### src/rtl/cache_way_array.sv
// rtl/cache_way_array.sv - multi-way cache storage array with sweep clear and write forwarding
//
// Purpose: SETS x WAYS array of WIDTH-bit entries plus a valid bit per entry.
// All ways of one set are read in parallel with a registered (1-cycle) read.
// Writes are byte-masked; a read of the set being written in the same cycle
// returns the merged data. Reset or flush clears the array one set per cycle.
// Optional macro ARRAY_PARITY_EN adds one even-parity bit per entry.
//
// Ports:
//   clk        clock
//   rst        synchronous active-high reset; starts a clear sweep
//   flush      one-cycle pulse; starts a clear sweep when idle
//   busy       high while a clear sweep is running
//   read       read request, rindex selects the set
//   load       write request, windex/wway/wmask/datain
//   dataout    registered read data, way w at [w*WIDTH +: WIDTH]
//   valid_out  registered valid bit per way
//   rvalid     dataout/valid_out updated by a read this cycle
//   parity_err registered parity error per way (0 unless ARRAY_PARITY_EN)

module cache_way_array #(
  parameter int WIDTH   = 32,
  parameter int S_INDEX = 3,
  parameter int WAYS    = 2
) (
  input  logic                    clk,
  input  logic                    rst,
  input  logic                    flush,
  output logic                    busy,
  input  logic                    read,
  input  logic [S_INDEX-1:0]      rindex,
  input  logic                    load,
  input  logic [S_INDEX-1:0]      windex,
  input  logic [WAYS-1:0]         wway,
  input  logic [WIDTH/8-1:0]      wmask,
  input  logic [WIDTH-1:0]        datain,
  output logic [WAYS*WIDTH-1:0]   dataout,
  output logic [WAYS-1:0]         valid_out,
  output logic                    rvalid,
  output logic [WAYS-1:0]         parity_err
);

  localparam int SETS = 1 << S_INDEX;
  localparam int NB   = WIDTH / 8;
  localparam logic [S_INDEX-1:0] LAST_SET = S_INDEX'(SETS - 1);

  typedef enum logic {IDLE, CLEAR} state_t;

  state_t             state, state_nx;
  logic [S_INDEX-1:0] cnt, cnt_nx;

  logic [WIDTH-1:0] mem [SETS][WAYS];
  logic [WAYS-1:0]  vld [SETS];
`ifdef ARRAY_PARITY_EN
  logic [WAYS-1:0]  par [SETS];
  logic [WAYS-1:0]  perr_q;
`endif

  logic [WIDTH-1:0] merged [WAYS];
  logic             wr_en;
  logic             rd_en;
  logic             same_idx;

  // A flush arriving in the same cycle as a request wins: the request is dropped.
  assign wr_en    = load && (state == IDLE) && !flush && !rst;
  assign rd_en    = read && (state == IDLE) && !flush;
  assign same_idx = (rindex == windex);
  assign busy     = (state == CLEAR);

  always_comb begin
    state_nx = state;
    cnt_nx   = cnt;
    case (state)
      IDLE: begin
        if (flush) begin
          state_nx = CLEAR;
          cnt_nx   = '0;
        end
      end
      CLEAR: begin
        cnt_nx = cnt + 1'b1;
        if (cnt == LAST_SET) state_nx = IDLE;
      end
      default: state_nx = IDLE;
    endcase
  end

  always_ff @(posedge clk) begin
    if (rst) begin
      state <= CLEAR;
      cnt   <= '0;
    end else begin
      state <= state_nx;
      cnt   <= cnt_nx;
    end
  end

  // Byte-merge of the currently stored entry with datain, per way.
  always_comb begin
    for (int w = 0; w < WAYS; w++) begin
      merged[w] = mem[windex][w];
      for (int b = 0; b < NB; b++) begin
        if (wmask[b]) merged[w][b*8 +: 8] = datain[b*8 +: 8];
      end
    end
  end

  always_ff @(posedge clk) begin
    if (state == CLEAR) begin
      for (int w = 0; w < WAYS; w++) begin
        mem[cnt][w] <= '0;
`ifdef ARRAY_PARITY_EN
        par[cnt][w] <= 1'b0;
`endif
      end
      vld[cnt] <= '0;
    end else if (wr_en) begin
      for (int w = 0; w < WAYS; w++) begin
        if (wway[w]) begin
          mem[windex][w] <= merged[w];
          vld[windex][w] <= 1'b1;
`ifdef ARRAY_PARITY_EN
          par[windex][w] <= ^merged[w];
`endif
        end
      end
    end
  end

  always_ff @(posedge clk) begin
    if (rst) begin
      dataout   <= '0;
      valid_out <= '0;
      rvalid    <= 1'b0;
`ifdef ARRAY_PARITY_EN
      perr_q    <= '0;
`endif
    end else begin
      rvalid <= rd_en;
      if (rd_en) begin
        for (int w = 0; w < WAYS; w++) begin
          // Forwarded ways see the merged write; parity is fresh so no error.
          if (wr_en && same_idx && wway[w]) begin
            dataout[w*WIDTH +: WIDTH] <= merged[w];
            valid_out[w]              <= 1'b1;
`ifdef ARRAY_PARITY_EN
            perr_q[w]                 <= 1'b0;
`endif
          end else begin
            dataout[w*WIDTH +: WIDTH] <= mem[rindex][w];
            valid_out[w]              <= vld[rindex][w];
`ifdef ARRAY_PARITY_EN
            perr_q[w]                 <= vld[rindex][w] && (par[rindex][w] != ^mem[rindex][w]);
`endif
          end
        end
      end
    end
  end

`ifdef ARRAY_PARITY_EN
  assign parity_err = perr_q;
`else
  assign parity_err = '0;
`endif

endmodule
### config.mk
export PLATFORM = sky130hd
export DESIGN_NAME = cache_way_array
export DESIGN_NICKNAME = d
export VERILOG_FILES = /design/src/rtl/cache_way_array.sv
export SDC_FILE = /design/constraint.sdc
export NUM_CORES = 1
export LEC_CHECK = 0
export ABC_AREA = 1
export BUFFER_PORTS_ARGS = -buffer_cell sky130_fd_sc_hd__buf_4
export CORE_UTILIZATION = 35
export DETAILED_ROUTE_END_ITERATION = 6
export PLACE_DENSITY = 0.57
export SYNTH_ARGS = -nofsm -noshare
export SYNTH_HDL_FRONTEND = slang
export SYNTH_SLANG_ARGS = --single-unit
### constraint.sdc
create_clock -name clk -period 4.4 [get_ports clk]
set_input_delay 0.88 -clock clk [delete_from_list [all_inputs] [get_ports clk]]
set_output_delay 0.88 -clock clk [all_outputs]
set_load 0.1 [all_outputs]
==> flow_summary.yaml, run 1 <==
outcome:
  status: "complete, no violations"
place:
  place_area_mm2: 0.0316
  dp_slack_ns: 0.575
  gp_congestion: 0.867
  placedCellCount: 4403
  hpwlAfterDp_um: 57300
  port_buffers: 116
worst_setup_path:
  crit_required_ns: 4.95
  path_max_fanout: 34
  critPathMaxStageDelay_ns: 0.54
  crit_type: "flip-flop to flip-flop"
  cp.arrival_ns: 3.85
  critPathMostFrequentCell: "nand2_2"
  critPathCaptureType: "flip-flop"
  path_delay_family: "simple AND/OR/NAND/NOR gates"
  worst_path_max_delay_cell: "nand3_4"
  crit_chain: "nor2_4, o211ai_4, nand2_2, nand2_2, nand2_2, nand2_2, nor2_8, buf_4, nand3_4, nand2_1, nand3_1, a21oi_1"
  cp-start-kind: "flip-flop"
  critical_path_buf_inv_count: 1
synth:
  netlist_top_cells_area: "edfxtp_1, nand3_1, nand2_1"
  ys_seq_area_share_pct: 58.0
  synthTopCellsByCount: "nand2_1, nand3_1, edfxtp_1"
  ys_warn_count: 0
  yosysUniqueCellTypes: 29
  ys_seq_elements: 599
  synth_edf_count: 528
  synth_top_flop_cell: "edfxtp_1"
  syn-instance-count: 3351
  synth_area_mm2: 0.0298
  yosysTopAreaCell: "edfxtp_1"
  async_flop_share_pct: 0
  synth_most_common_cell: "nand2_1"
  yosysTopAreaCellShare_pct: 53.2
  syn-mean-instance-area_um2: 8.89
run:
  max-cap-violations: 0
timing:
  hold_ws_ns: 0.467
  finalHoldViolCount: 0
  rsz0062_at_grt: "false"
  finalCritPeriodShare_pct: 75.0
  setup_viol: 0
  drv_slew: 0
  relSlewSlack_pct: 17.2
  fin_crit_ns: 3.30
  worstMarginPinSlew_ns: 1.24
  fin_skew_ns: 0.0224
  max_freq_mhz: 303
  fin_setup_tns_ns: 0
  final.setup.worst_slack_ns: 1.10
global_route:
  track_usage_pct: 23.1
  grtUsageMet2_pct: 37.8
  grt_first_pass_wirelength_um: 150000
  grt_antenna_before_repair: 4
  use_met3_pct: 3.24
  grt_max_degree: 215
  overflow: 0
  grt_busiest_layer: "met2"
  first_global_vias: 23200
  grt_util_met1_pct: 30.8
layout:
  layout-drive-gt1-share_pct: 9.55
  stdcell_area_mm2: 0.0336
  diodes: 0
  fin_util_pct: 40.1
  nets: 3382
  syn_to_final_growth_pct: 13.0
  num-fill-cells: 8217
  layout.cells.non_filler: 4515
clock_network:
  holdBufCountCts: 0
  clkSlewWorstSetupHoldPaths_ns: 0.06
  numCtsBuffers: 60
  htree_levels: 2
  ctsResizeCount: 0
  cts_tree: "done"
  cts_root_buffer: "clkbuf_16"
  worstSkewPairLatency_ns: 0.64
  post_cts_buffers: 0
  ctsLongestPathBuffers: 3
  numClockSinks: 599
routing:
  vias: 24600
  post_drt_wl_per_cell_um: 22.3
  antenna_left: 0
  drt_iter0_drc: 2224
  drt-total-wl_um: 101000
  vias_per_cell: 5.45
  drc: 0
  drtPass1Iterations: 6
die:
  io_pins: 119
  die_y_um: 294
  start_util_pct: 35.5
  row_count: 106
  die-area_mm2: 0.0863
  coreArea_mm2: 0.0840
  die_x_um: 294
power:
  ir_drop_mv: 0.268
  power_leakage_nw: 13.3
  p_per_area_mw_per_mm2: 389
  total_power_mw: 13.1
worst_hold_path:
  hold_path_class: "flip-flop to flip-flop"
==> worst paths after layout <==
check | from | slack, ns | cells after the start | endpoint
max | busy | 1.10 | 12 | dataout[56]
min | dataout[7] | 0.47 | 2 | dataout[7]
max reg2reg | busy | 1.10 | 12 | dataout[56]
min reg2reg | dataout[7] | 0.47 | 2 | dataout[7]
==> worst register-to-register path, cell delays in order (launching register included) <==
cell,delay [ns]
dfxtp_1,0.40
nor2_4,0.24
o211ai_4,0.16
nand2_2,0.10
nand2_2,0.10
nand2_2,0.09
nand2_2,0.09
nor2_8,0.50
buf_4,0.54
nand3_4,0.55
nand2_1,0.23
nand3_1,0.09
a21oi_1,0.14
==> cell usage in the layout (no fill, tap or decap), drive strengths merged <==
cell and count:
inv 291, buf 177, edfxtp 528, o21ai 302, a221o 4, clkinv 19
bufinv 6, dfxtp 71, nand2 772, clkbuf 87, a21oi 328, nor2 100
conb 2, ha 2, o211ai 9, nand3 611, clkinvlp 3, o22ai 5
nand4 64
==> area by class of cell <==
type	instances	area [um^2]	share of cell area, %
flip-flops and latches	599	17300	51.3
multi-input cells	2199	10300	30.6
clock buffers	87	1720	5.12
repair buffers	177	1540	4.59
well taps	1134	1420	4.22
inverters	294	1120	3.32
clock inverters	25	279	0.829
==> where the power goes <==
part,internal [mW],switching [mW]
clock,3.06,2.22
combinational,0.385,1.02
sequential,6.35,0.0736
total,9.79,3.31
==> registers in the layout, summed over array words and instances, names as in the netlist <==
register / cells
busy: 1
cnt: 3
dataout: 64
mem: 512
rvalid: 1
valid_out: 2
vld: 16
==> cell families (layout without fill, tap and decap cells) <==
kind of cell | count (synthesis) | after routing | share of synthesized area (%)
compound gates | 648 | 648 | 11.1
fa+ha+maj | 2 | 2 | 0.0840
simple gates | 1547 | 1547 | 22.9
flops | 599 | 599 | 58.0
other cells | 1 | 2 | 0.0126
buf+inv | 554 | 583 | 7.88
==> metal layers <==
| metal | share of wire (%) | routed length (um) |
|---|---|---|
| met5 | 0.034 | 34 |
| met4 | 3.8 | 3840 |
| met3 | 7.5 | 7600 |
| met2 | 47 | 47200 |
| met1 | 42 | 42200 |
Note: power is estimated with default switching activity, not from simulation.
==> run 2, diff against run 1 <==
--- a/config.mk
+++ b/config.mk
@@ -9,7 +9,7 @@
 export BUFFER_PORTS_ARGS = -buffer_cell sky130_fd_sc_hd__buf_4
 export CORE_UTILIZATION = 35
 export DETAILED_ROUTE_END_ITERATION = 6
-export PLACE_DENSITY = 0.57
+export PLACE_DENSITY = 0.59
 export SYNTH_ARGS = -nofsm -noshare
 export SYNTH_HDL_FRONTEND = slang
 export SYNTH_SLANG_ARGS = --single-unit
==> constraint.sdc (replaced) <==
create_clock -name clk -period 2.9 [get_ports clk]
set_input_delay 0.58 -clock clk [delete_from_list [all_inputs] [get_ports clk]]
set_output_delay 0.58 -clock clk [all_outputs]
set_load 0.1 [all_outputs]
==> run 2 against run 1 <==
  * Sequential power grew 52%
  * Critical endpoint is now dataout[10]
  * Sequential share of layout area shrank 1.2 points
  * Fmax grew 37%
  * Total power grew 58%
  * Count of clock-buffer cells in the layout grew 7
==> flow_summary.yaml, run 2 (synthesis results as in run 1) <==
clock_network:
  clkSlewWorstSetupHoldPaths_ns: 0.05
  worstSkewPairLatency_ns: 0.60
  holdBufCountCts: 0
  htree_levels: 3
  ctsLongestPathBuffers: 3
  cts_root_buffer: "clkbuf_16"
  numClockSinks: 599
  numCtsBuffers: 67
  cts_tree: "done"
  ctsResizeCount: 0
  post_cts_buffers: 0
layout:
  layout-drive-gt1-share_pct: 10.3
  largest_register_ffs: 512
  layout_commonest_cell: "nand2_1"
  stdcell_area_mm2: 0.0345
  mostFrequentLayoutCells: "nand2_1, nand3_1, edfxtp_1, a21oi_1, o21ai_0"
  top_register: "mem"
  syn_to_final_growth_pct: 15.7
  nets: 3418
  fin_util_pct: 41.0
  layout.cells.non_filler: 4553
  diodes: 0
  largest_registers: "mem: 512 flops, dataout: 64 flops, vld: 16 flops"
die:
  die_y_um: 294
  io_pins: 119
  row_count: 106
  die_x_um: 294
  coreArea_mm2: 0.0840
  die-area_mm2: 0.0863
  start_util_pct: 35.5
timing:
  setup_viol: 0
  relSlewSlack_pct: 39.8
  hold_ws_ns: 0.285
  fin_crit_ns: 2.41
  final.setup.worst_slack_ns: 0.492
  finalHoldViolCount: 0
  max_freq_mhz: 415
  rsz0062_at_grt: "false"
  fin_skew_ns: 0.0152
  fin_setup_tns_ns: 0
  finalCritPeriodShare_pct: 83.0
  drv_slew: 0
  worstMarginPinSlew_ns: 0.902
global_route:
  grt_util_met1_pct: 30.6
  grt_first_pass_wirelength_um: 151000
  track_usage_pct: 23.4
  grt_max_degree: 152
  grt_antenna_before_repair: 1
  overflow: 0
  first_global_vias: 23500
  grt_busiest_layer: "met2"
  use_met3_pct: 3.70
  grtUsageMet2_pct: 37.4
power:
  ir_drop_mv: 0.364
  power_leakage_nw: 13.6
  p_per_area_mw_per_mm2: 601
  total_power_mw: 20.7
routing:
  drtPass1Iterations: 5
  vias_per_cell: 5.50
  drc: 0
  vias: 25100
  drt-total-wl_um: 102000
  antenna_left: 0
  post_drt_wl_per_cell_um: 22.5
  drt_iter0_drc: 2711
place:
  placedCellCount: 4432
  port_buffers: 116
  gp_congestion: 0.824
  place_area_mm2: 0.0322
  dp_slack_ns: 0.162
  hpwlAfterDp_um: 59200
worst_setup_path:
  worst_path_max_delay_cell: "dfxtp_1"
  path_delay_family: "simple AND/OR/NAND/NOR gates"
  critPathMaxStageDelay_ns: 0.51
  crit_required_ns: 3.43
  critPathCaptureType: "flip-flop"
  cp.arrival_ns: 2.93
  path_max_fanout: 15
  critical_path_buf_inv_count: 1
  crit_type: "flip-flop to flip-flop"
  crit_chain: "nor2_4, o211ai_4, nand2_1, nand2_2, nand2_2, nand2_4, nand3_4, buf_4, nand2_1, nand3_1, a21oi_1"
  cp-start-kind: "flip-flop"
worst_hold_path:
  hold_path_class: "input pin to flip-flop"
outcome:
  status: "complete, no violations"
run:
  max-cap-violations: 0
-- run 2: cell type report --
type / count / area (um^2)
flip-flops and latches: 599 / 17300
clock buffers: 94 / 1950
multi-input cells: 2199 / 10300
inverters: 294 / 1110
fillers: 8157 / 49500
clock inverters: 27 / 300
repair buffers: 206 / 2110
well taps: 1134 / 1420
-- run 2: worst min-delay path, cell delays in order --
cell and delay [ns]:
buf_4 0.10, nor2_4 0.05, nand2_1 0.05, a21oi_1 0.05
-- run 2: worst paths after layout --
kind                                   from          end  slack (ns)  depth (start not counted)
worst min-delay path                  flush       cnt[2]        0.29                          4
worst max-delay path                   busy  dataout[10]        0.49                         11
worst max register to register         busy  dataout[10]        0.49                         11
worst min register to register  dataout[55]  dataout[55]        0.47                          2
-- run 2: routing by layer --
metal | wire, um | up-vias | part of all wire (%)
li1 | - | 11600 | -
met1 | 40900 | 11900 | 40
met2 | 47200 | 1309 | 46
met3 | 8890 | 275 | 8.7
met4 | 5320 | 0 | 5.2
met5 | 0 | - | 0
-- run 2: where the power goes --
part	internal, mW	switching, mW	leakage (nW)
sequential	9.63	0.113	5.87
clock	5.30	3.44	1.10
combinational	0.657	1.57	6.68
